### src/rtl/pb_debounce_repeat.sv
`default_nettype none
`timescale 1ns/1ps
// ============================================================================
// pb_debounce_repeat: synchronise, debounce and pulse-encode one pushbutton,
// with hold-to-repeat.
// Revision: 1.0
// ============================================================================
module pb_debounce_repeat #(
    parameter bit ACTIVE_LOW      = 1'b1,
    parameter int DEBOUNCE_CYCLES = 250000,
    parameter int HOLD_CYCLES     = 12500000,
    parameter int REPEAT_CYCLES   = 2500000
) (
    input  logic pixel_clock,
    input  logic reset,
    input  logic PB_in,
    input  logic repeat_en,
    output logic pb_pulse,
    output logic pb_level,
    output logic pb_held
);

    localparam int c_DB_W   = $clog2(DEBOUNCE_CYCLES);
    localparam int c_RP_MAX = (HOLD_CYCLES > REPEAT_CYCLES) ? HOLD_CYCLES : REPEAT_CYCLES;
    localparam int c_RP_W   = $clog2(c_RP_MAX);

    localparam logic [c_DB_W-1:0] c_DB_LAST   = c_DB_W'(DEBOUNCE_CYCLES - 1);
    localparam logic [c_RP_W-1:0] c_HOLD_LAST = c_RP_W'(HOLD_CYCLES - 1);
    localparam logic [c_RP_W-1:0] c_REP_LAST  = c_RP_W'(REPEAT_CYCLES - 1);
    localparam logic              c_RELEASED  = ACTIVE_LOW;

    typedef enum logic [1:0] {
        S_IDLE   = 2'd0,
        S_HOLD   = 2'd1,
        S_REPEAT = 2'd2
    } state_t;

    logic              sync1_q, sync2_q;
    logic              pb_sync;
    logic [c_DB_W-1:0] db_cnt_q, db_cnt_d;
    logic              stable_q, stable_d;
    state_t            state_q;
    logic [c_RP_W-1:0] rp_cnt_q;
    logic              pulse_q, held_q;

    // Flops reset to the released pin level so reset never looks like a press.
    always_ff @(posedge pixel_clock) begin
        if (reset) begin
            sync1_q <= c_RELEASED;
            sync2_q <= c_RELEASED;
        end else begin
            sync1_q <= PB_in;
            sync2_q <= sync1_q;
        end
    end

    assign pb_sync = ACTIVE_LOW ? ~sync2_q : sync2_q;

    always_comb begin
        db_cnt_d = db_cnt_q;
        stable_d = stable_q;
        if (pb_sync == stable_q) begin
            db_cnt_d = '0;
        end else if (db_cnt_q == c_DB_LAST) begin
            stable_d = pb_sync;
            db_cnt_d = '0;
        end else begin
            db_cnt_d = db_cnt_q + c_DB_W'(1);
        end
    end

    always_ff @(posedge pixel_clock) begin
        if (reset) begin
            db_cnt_q <= '0;
            stable_q <= 1'b0;
        end else begin
            db_cnt_q <= db_cnt_d;
            stable_q <= stable_d;
        end
    end

    // Release is tested first in every state so it beats a same-edge expiry.
    always_ff @(posedge pixel_clock) begin
        if (reset) begin
            state_q  <= S_IDLE;
            rp_cnt_q <= '0;
            pulse_q  <= 1'b0;
            held_q   <= 1'b0;
        end else begin
            pulse_q <= 1'b0;
            case (state_q)
                S_IDLE: begin
                    if (stable_q) begin
                        pulse_q  <= 1'b1;
                        rp_cnt_q <= '0;
                        held_q   <= 1'b0;
                        state_q  <= S_HOLD;
                    end
                end
                S_HOLD: begin
                    if (!stable_q) begin
                        held_q  <= 1'b0;
                        state_q <= S_IDLE;
                    end else if (repeat_en && (rp_cnt_q == c_HOLD_LAST)) begin
                        pulse_q  <= 1'b1;
                        rp_cnt_q <= '0;
                        held_q   <= 1'b1;
                        state_q  <= S_REPEAT;
                    end else if (repeat_en) begin
                        rp_cnt_q <= rp_cnt_q + c_RP_W'(1);
                    end else begin
                        rp_cnt_q <= '0;
                    end
                end
                S_REPEAT: begin
                    if (!stable_q) begin
                        held_q  <= 1'b0;
                        state_q <= S_IDLE;
                    end else if (!repeat_en) begin
                        rp_cnt_q <= '0;
                        held_q   <= 1'b0;
                        state_q  <= S_HOLD;
                    end else if (rp_cnt_q == c_REP_LAST) begin
                        pulse_q  <= 1'b1;
                        rp_cnt_q <= '0;
                    end else begin
                        rp_cnt_q <= rp_cnt_q + c_RP_W'(1);
                    end
                end
                default: begin
                    held_q  <= 1'b0;
                    state_q <= S_IDLE;
                end
            endcase
        end
    end

    assign pb_pulse = pulse_q;
    assign pb_level = stable_q;
    assign pb_held  = held_q;

endmodule
`default_nettype wire

### config.mk
export PLATFORM = sky130hd
export DESIGN_NAME = pb_debounce_repeat
export DESIGN_NICKNAME = d
export VERILOG_FILES = /design/src/rtl/pb_debounce_repeat.sv
export SDC_FILE = /design/constraint.sdc
export NUM_CORES = 1
export LEC_CHECK = 0
export ABC_AREA = 1
export CORE_ASPECT_RATIO = 1.75
export CORE_MARGIN = 2
export CORE_UTILIZATION = 45
export CTS_CLUSTER_DIAMETER = 120
export DETAILED_ROUTE_END_ITERATION = 10
export PLACE_DENSITY = 0.65
export RECOVER_POWER = 50
export SETUP_SLACK_MARGIN = 0.3
export SLEW_MARGIN = 20
export SYNTH_ARGS = -nofsm -noshare
export SYNTH_HDL_FRONTEND = slang
export SYNTH_SLANG_ARGS = --single-unit
### constraint.sdc
create_clock -name pixel_clock -period 2.4 [get_ports pixel_clock]
set_clock_uncertainty 0.2 [all_clocks]
set_input_delay 0.48 -clock pixel_clock [delete_from_list [all_inputs] [get_ports pixel_clock]]
set_output_delay 0.48 -clock pixel_clock [all_outputs]
set_load 0.01 [all_outputs]
## After elaboration in Yosys (flattened, before gate mapping)

Index checks and enable logic that the tools add are counted.

- Bits in latches: 0
- Input bits: 4
- Memories: 0
- Word-level logic and storage cells: 57
- Register bits: 49
- Output and inout bits: 3
- Memory bits (read-only): 0
- Bits in writable memories: 0

- $lt $le $gt $ge: 0
- Div/mod/pow operators: 0
- Shift-type cells: 0
- Reductions and logical operators: 7
- Multiply operators: 0
- Multiplexer cells: 27
- Add/sub/neg operators: 2
- Bitwise gates (word level): 2
- Equality and inequality tests: 11

Operators with widths:

| cell | count |
|---|---|
| $mux 24 | 7 |
| $pmux 24 s3 | 1 |
| $add 24x1->24 const B | 1 |
| $eq 24x22->1 const B | 1 |
| $eq 24x24->1 const B | 1 |
| $add 18x1->18 const B | 1 |
| $eq 18x18->1 const B | 1 |
| $mux 1 | 11 |
| $mux 2 | 5 |
| $ne 2x2->1 const B | 3 |
| $ne 3x3->1 const B | 2 |
| $pmux 1 s3 | 2 |
| $pmux 2 s3 | 1 |
| $reduce_and 4->1 | 1 |
| $reduce_and 3->1 | 1 |
| $reduce_bool 3->1 | 1 |
| $reduce_or 3->1 | 1 |
| $eq 2x1->1 const B | 1 |
| $eq 2x2->1 const B | 1 |
| $logic_not 2->1 | 1 |
| $not 1->1 | 2 |
| $reduce_and 2->1 | 1 |
| $eq 1x1->1 | 1 |
| $logic_and 1x1->1 | 1 |

## Depth between registers and ports, before layout

Gate-level depths: netlist (run 1).

- Depth in word-level cells: 5
- Depth in mapped cells: 11

## Worst setup path after synthesis (run 1)

No wires, ideal clock.

- Path type: register -> register
- Start point: reg db_cnt_q[0]
- End point: reg db_cnt_q[9]
- Required time: 2,080 ps
- Arrival time: 1,464 ps
- Path slack: 616 ps
- Cell stages (with the launch flop): 9
- Library setup time: 120 ps
- Path through: dfxtp_1 > ha_1 > nand3_2 > or2_1 > nor2_2 > nand2_2 > o211ai_4 > buf_12 > a21oi_2

- Longest elaborated chain between the ends: 2
- Elaborated cells between the ends (all ways): 3
- Classes of those cells: 1 x add/sub; 1 x eq/ne; 1 x reduce/logical

Ends and longest elaborated chain:

| what | line | text |
|---|---|---|
| from (decl) | 40 | `logic [c_DB_W-1:0] db_cnt_q, db_cnt_d;` |
| from (signal assigned) | 77 | `db_cnt_q <= db_cnt_d;` |
| parallel branches: the longest is 2 deep, another holds $add 18x1->18 | -- |  |

Several ways; the timed one is not identified.
A chain may end at the register's enable or synchronous reset.

## Worst setup path after layout (run 1)

- Start point: reg db_cnt_q[0]
- End point: reg db_cnt_q[12]

Same word-level chain as after synthesis.

==> results.txt, run 1 <==
----------------------------------------------------
[Floorplan]
  Die span in y ... 111 um
  Horizontal extent of the die ... 65.3 um
  Io pins ... 7
  Die Footprint ... 7260 um2
  Count of standard-cell rows ... 39
  Starting density of the core ... 45.9%
  Core region area ... 6440 um2

[Worst hold path]
  Worst Hold Path EP ... sync2_q
  Path category of the worst min-delay check ... flop to flop
  Hold Path Cell Cnt ... 1
  Source of the worst hold timing path ... sync1_q

[Drt]
  # DRC ... 0
  Number of iterations in the first detailed-routing pass ... 4
  Total number of vias ... 2892
  Remaining antenna violation count after routing ... 0
  Final wirelength ... 7.07 mm
  Number of design-rule violations left by the first detailed-router iteration ... 169
  Average routed wire per standard cell ... 12.8 um
  Via density per instance ... 5.23

[Yosys]
  Synthesized Nets ... 470
  Count of mapped cells out of synthesis ... 460
  Post-synthesis async set-or-reset flop share ... 0%
  Syn_area_per_cell ... 6.42 um2
  Area of the mapped netlist ... 2960 um2
  Synth Register Bits ... 49
  Count of flip-flops with a built-in enable after synthesis ... 0
  Main synth FF type ... dfxtp_1
  Total number of yosys warnings ... 0
  Unique cell type count in the Yosys netlist ... 34
  Sequential share of the synthesized area ... 33.2%

[Setup path]
  Worst r2r src ... db_cnt_q[0]
  Required time of the worst setup path ... 2.38 ns
  Worst-path fanout max ... 18
  Worst R2R Setup Slack ... 0.39 ns
  Cell family with most CP delay ... simple AND/OR/NAND/NOR gates
  Count of buffer and inverter cells on the critical path ... 1
  Slowest stage delay, CP ... 0.42 ns
  Type of the setup path with the least slack ... flop to flop
  Depth of the worst register-to-register path ... 8
  Crit start category ... flop
  Master of the slowest instance on the critical path ... dfxtp_1
  Setup crit end kind ... flop
  Worst-path cell chain ... ha_1 > nand3_1 > or2_0 > nor2_1 > nand2_2 > o211ai_1 > buf_12 > nor3_1
  Data arrival time at the worst-slack endpoint ... 1.98 ns
  Capture instance of the worst register-to-register path ... db_cnt_q[12]

[Timing]
  Aggregate negative setup slack ... 0 ns
  Share of the clock period used by the worst path ... 83.6%
  Setup repair after global routing missed its margin ... yes
  Total count of hold-check failures in the final report ... 0
  # setup viols final ... 0
  Min Tclk post-route ... 2.01 ns
  Maximum frequency from static timing analysis ... 0.499 GHz
  Worst slew margin relative to its limit ... 75.7%
  Slew Limit Fails ... 0
  Slew of the pin with the lowest slew margin ... 0.365 ns

[GRT]
  Total routing resource utilization after global routing ... 20.7%
  Initial antenna violation count ... 0
  Pin count of the biggest net entering global routing ... 25
  Total grt overflow ... 0
  Wire length of the first global-routing pass ... 11.8 mm
  Via count of the first global-routing pass ... 2687

[Cells and area]
  Area delta synth->final ... 10.8%
  Fill cell count ... 661
  Most frequent cells in the layout ... 115 x nand2_1, 71 x nor2_1, 49 x inv_1
  Leading cell type in the layout, fill and taps excluded ... nand2_1
  Proportion of layout cells with a drive suffix above 1 ... 8.92%
  Count of antenna diodes in the layout ... 0
  Post-route insts no fill ... 553
  Final #Nets ... 481

[Power]
  Peak VDD IR ... 0.369 mV
  Clock power frac ... 46.3%
  Register share of total power ... 47.5%
  Switching power ... 0.000389 W
  Cell-internal power ... 0.00134 W
  Combinational Power Share ... 6.2%
  Sw frac ... 22.5%
  Power density over the cells ... 528 nW/um2
  Standby leakage power ... 1.16 nW

[Place]
  Gp weighted congestion ... 0.851
  Half-perimeter wire length of the detailed placement result ... 5.09 mm
  Count of placed standard cells including taps ... 543
  Port Buffers ... 6

[CTS]
  Total CTS buffers ... 5
  Clock tree from TritonCTS ... yes
  Cell at the root of the clock tree ... clkbuf_16
  Clock transition at the registers of the reported paths ... 0.06 ns
  Clk buf depth ... 2
  Max H-tree Level ... 2
  Count of clock tree sinks ... 49
  Clock latency at the later pin of the worst-skew pair ... 0.30 ns

[Outcome]
  Status ... finished clean

[Flow run]
  Max-capacitance violation count ... 0

----------------------------------------------------
-- sequential cells by signal, summed over array words and instances, names as in the netlist --
register	count
pb_held	1
db_cnt_q	18
rp_cnt_q	24
pb_level	1
sync1_q	1
pb_pulse	1
state_q	2
sync2_q	1
-- cell families (layout without fill, tap and decap cells) --
logic type	count (synthesis)	in the layout	share of synthesized area (%)
flops	49	49	33.2
buf+inv	60	71	8.89
simple gates	268	268	39.9
xor+xnor	7	7	2.07
compound gates	70	70	13.4
fa+ha+maj	6	6	2.54
-- layer usage --
metal	up-vias	global-route usage (%)	part of all wire, %
li1	1501	-	-
met1	1343	24.2	43
met2	38	36.8	52
met3	10	3.15	3.1
met4	0	7.50	1.7
met5	-	0	0
-- worst reg2reg max path: stages, from the launching register on --
cell	delay, ns
dfxtp_1	0.42
ha_1	0.22
nand3_1	0.11
or2_0	0.25
nor2_1	0.22
nand2_2	0.08
o211ai_1	0.14
buf_12	0.20
nor3_1	0.06
-- power by group through the flow --
| stage | clock network, W | logic (W) | registers [W] |
|---|---|---|---|
| after global routing | 0.000854 | 0.000117 | 0.000821 |
| after detailed placement | 0 | 0.000105 | 0.000840 |
| after floorplan | 0 | 0.0000730 | 0.000838 |
| after global placement | 0 | 0.000104 | 0.000839 |
| final | 0.000801 | 0.000108 | 0.000821 |
| after CTS | 0.000822 | 0.000107 | 0.000821 |
-- worst max path at each step --
stage,end,startpoint,depth (start not counted)
after floorplan,db_cnt_q[9],db_cnt_q[0],8
after global placement,rp_cnt_q[2],repeat_en,11
after detailed placement,state_q[0],repeat_en,10
after CTS,db_cnt_q[12],db_cnt_q[0],7
after global routing,state_q[0],rp_cnt_q[0],10
final,db_cnt_q[12],db_cnt_q[0],8
-- area by class of cell --
class / count / area (um2) / share of cell area [%]
Clock buffer: 5 / 125 / 3.82
Clock inverter: 2 / 38.8 / 1.18
Inverter: 50 / 188 / 5.73
Multi-Input combinational cell: 351 / 1690 / 51.5
Sequential cell: 49 / 983 / 30.0
Tap cell: 82 / 103 / 3.13
Timing Repair Buffer: 14 / 151 / 4.62
-- what timing repair did --
action / in CTS / in global routing
buffers inserted: 0 / 3
pin swaps: 0 / 1
endpoints found under the setup margin: 1 / 33
hold buffers: 0 / 0
resized for setup: 1 / 8
-- cell usage after synthesis, types with 3 or more instances --
master / count / share of area [%]
inv_1: 49 / 6.2
clkbuf_1: 4 / 0.51
o21ai_0: 14 / 2.4
dfxtp_1: 49 / 33
or2_2: 4 / 0.85
a21oi_1: 44 / 7.5
nor2_1: 66 / 8.4
ha_1: 6 / 2.5
nand2_2: 5 / 1.1
a21oi_2: 3 / 0.89
nor3_1: 8 / 1.4
nand4_1: 4 / 0.85
nand2_1: 115 / 15
nor2_2: 14 / 3.0
nand3_1: 42 / 7.1
xnor2_1: 5 / 1.5
a21o_1: 3 / 0.76
nand3_2: 3 / 1.0
-- stage by stage --
step | cell area (um2) | power [W] | worst slack, ns | util, % | hold slack (ns)
floorplan | 2960 | 0.000911 | 0.616 | - | 0.189
global placement | 3090 | 0.000943 | 0.272 | 48.0 | 0.201
detailed placement | 3090 | 0.000945 | 0.233 | 48.0 | 0.218
CTS | 3260 | 0.00175 | 0.366 | 50.6 | 0.236
global route | 3270 | 0.00179 | 0.239 | 50.8 | 0.238
finish | 3270 | 0.00173 | 0.395 | 50.8 | 0.229
No activity file was read; power rests on OpenSTA's default activity.
==> run 2: changes to the inputs <==
- clock period: 2.4 -> 1.9 ns (I/O delays scaled with it)
==> run 2 against run 1 <==
  * Utilization is 14 points higher
  * Largest cell class unchanged
  * Die area unchanged
  * Critical path type unchanged
  * Non-clock buffer count is 41 higher
  * Largest power group is now the clock network
  * Hold slack worse by 0.011 ns
  * First-iteration DRC count decreased by 7.1%
  * Cell count rose by 7.6%
  * Clock power increased by 47%
==> results.txt, run 2 (synthesized netlist as in run 1, its figures left out) <==
----------------------------------------------------
[Drt]
  Average routed wire per standard cell ... 15.0 um
  Via density per instance ... 5.35
  # DRC ... 0
  Remaining antenna violation count after routing ... 0
  Final wirelength ... 8.91 mm
  Number of design-rule violations left by the first detailed-router iteration ... 157
  Number of iterations in the first detailed-routing pass ... 4
  Total number of vias ... 3183

[Worst hold path]
  Path category of the worst min-delay check ... flop to flop
  Hold Path Cell Cnt ... 1

[Place]
  Gp weighted congestion ... 0.897
  Half-perimeter wire length of the detailed placement result ... 5.76 mm
  Port Buffers ... 6
  DP Area ... 3340 um2

[Cells and area]
  Largest registers in the final layout ... rp_cnt_q: 24 flops, db_cnt_q: 18 flops, state_q: 2 flops
  Register ranked first by flip-flop count ... rp_cnt_q
  Most frequent cells in the layout ... 105 x nand2_1, 52 x nor2_1, 44 x inv_1
  Proportion of layout cells with a drive suffix above 1 ... 34.3%
  Leading cell type in the layout, fill and taps excluded ... nand2_1
  Non-Filler Cell Area, Final ... 4190 um2
  Count of antenna diodes in the layout ... 0
  Area delta synth->final ... 41.7%
  Final #Nets ... 522
  Fill cell count ... 540
  Flip-flop count of the largest register, all copies and words added ... 24

[GRT]
  Total grt overflow ... 0
  Total routing resource utilization after global routing ... 23.7%
  Initial antenna violation count ... 0
  Via count of the first global-routing pass ... 3106
  Pin count of the biggest net entering global routing ... 25
  Wire length of the first global-routing pass ... 13.4 mm

[Timing]
  Total count of hold-check failures in the final report ... 0
  Maximum frequency from static timing analysis ... 0.539 GHz
  # setup viols final ... 0
  Slew of the pin with the lowest slew margin ... 0.395 ns
  Setup repair after global routing missed its margin ... yes
  Slew Limit Fails ... 0
  Worst slew margin relative to its limit ... 73.4%
  Worst hold slack ... 0.218 ns
  Share of the clock period used by the worst path ... 97.6%
  Min Tclk post-route ... 1.85 ns

[Floorplan]
  Die Footprint ... 7260 um2
  Core region area ... 6440 um2
  Horizontal extent of the die ... 65.3 um
  Count of standard-cell rows ... 39
  Starting density of the core ... 45.9%
  Io pins ... 7
  Die span in y ... 111 um

[Power]
  Standby leakage power ... 1.45 nW
  Final Power ... 0.00247 W
  Power density over the cells ... 591 nW/um2
  Peak VDD IR ... 0.578 mV

[Setup path]
  Worst R2R Setup Slack ... 0.05 ns
  Required time of the worst setup path ... 1.94 ns
  Crit start category ... flop
  Depth of the worst register-to-register path ... 11
  Worst-path fanout max ... 6
  Data arrival time at the worst-slack endpoint ... 1.89 ns
  Type of the setup path with the least slack ... flop to flop
  Setup crit end kind ... flop

[CTS]
  Total CTS buffers ... 5
  Clock transition at the registers of the reported paths ... 0.07 ns
  Count of clock tree sinks ... 49
  Max H-tree Level ... 2
  Post-cts hold buffer count ... 0
  Cell at the root of the clock tree ... clkbuf_16
  Clk buf depth ... 2
  Clock latency at the later pin of the worst-skew pair ... 0.30 ns
  Clock tree from TritonCTS ... yes

[Outcome]
  Status ... finished clean

[Flow run]
  Max-capacitance violation count ... 0

----------------------------------------------------
-- run 2: through the flow --
stage | std cells | setup slack, ns | util, % | setup TNS [ns]
after floorplan | 460 | 0.248 | - | 0
after global placement | 564 | -0.137 | 51.9 | -3.28
after detailed placement | 564 | -0.146 | 51.9 | -3.34
after CTS | 585 | 0.116 | 58.4 | 0
after global routing | 595 | -0.0217 | 65.0 | -0.0468
final | 595 | 0.0460 | 65.0 | 0
-- run 2: final timing paths --
| check | start | to |
|---|---|---|
| max reg2reg | state_q[1] | rp_cnt_q[18] |
| max | state_q[1] | rp_cnt_q[18] |
| min reg2reg | sync1_q | sync2_q |
| min | sync1_q | sync2_q |
-- run 2: metal layers --
layer  share of wire (%)  GRT usage [%]  routed length, um  up-vias
met2                  57           47.3               5080       68
met3                 2.3           3.55                204       36
met4                 5.4           12.8                481        0
li1                    -              -                  -     1586
met5                   0              0                  0        -
met1                  35           21.1               3140     1493
-- run 2: final cells by class --
class | count | area, um2 | area share [%]
timing repair buffer | 55 | 561 | 13.4
tap | 82 | 103 | 2.45
inverter | 50 | 193 | 4.60
multi-input combinational | 351 | 2130 | 50.8
clock inverter | 3 | 68.8 | 1.64
sequential | 49 | 1010 | 24.1
clock buffer | 5 | 125 | 2.99
-- run 2: worst max-delay path: stages, from the launching register on --
cell,delay (ns)
dfxtp_4,0.39
inv_4,0.05
ha_4,0.17
nor2_4,0.11
nand3_2,0.10
nand2_4,0.10
inv_4,0.05
nor2_4,0.22
nand2_1,0.10
nor2_2,0.12
nand2_1,0.08
a21oi_2,0.10
-- run 2: repair_timing --
action | in CTS | in global routing
endpoints found under the setup margin | 49 | 47
resized for setup | 39 | 80
setup buffers | 12 | 8
pin swaps | 8 | 21
cloned | 1 | 2
-- run 2: where the power goes --
part	leakage (nW)	internal, W	switching, W
Sequential	0.404	0.00103	0.00000690
Combinational	0.949	0.000120	0.000142
Clock	0.0944	0.000760	0.000419
Total	1.45	0.00191	0.000567
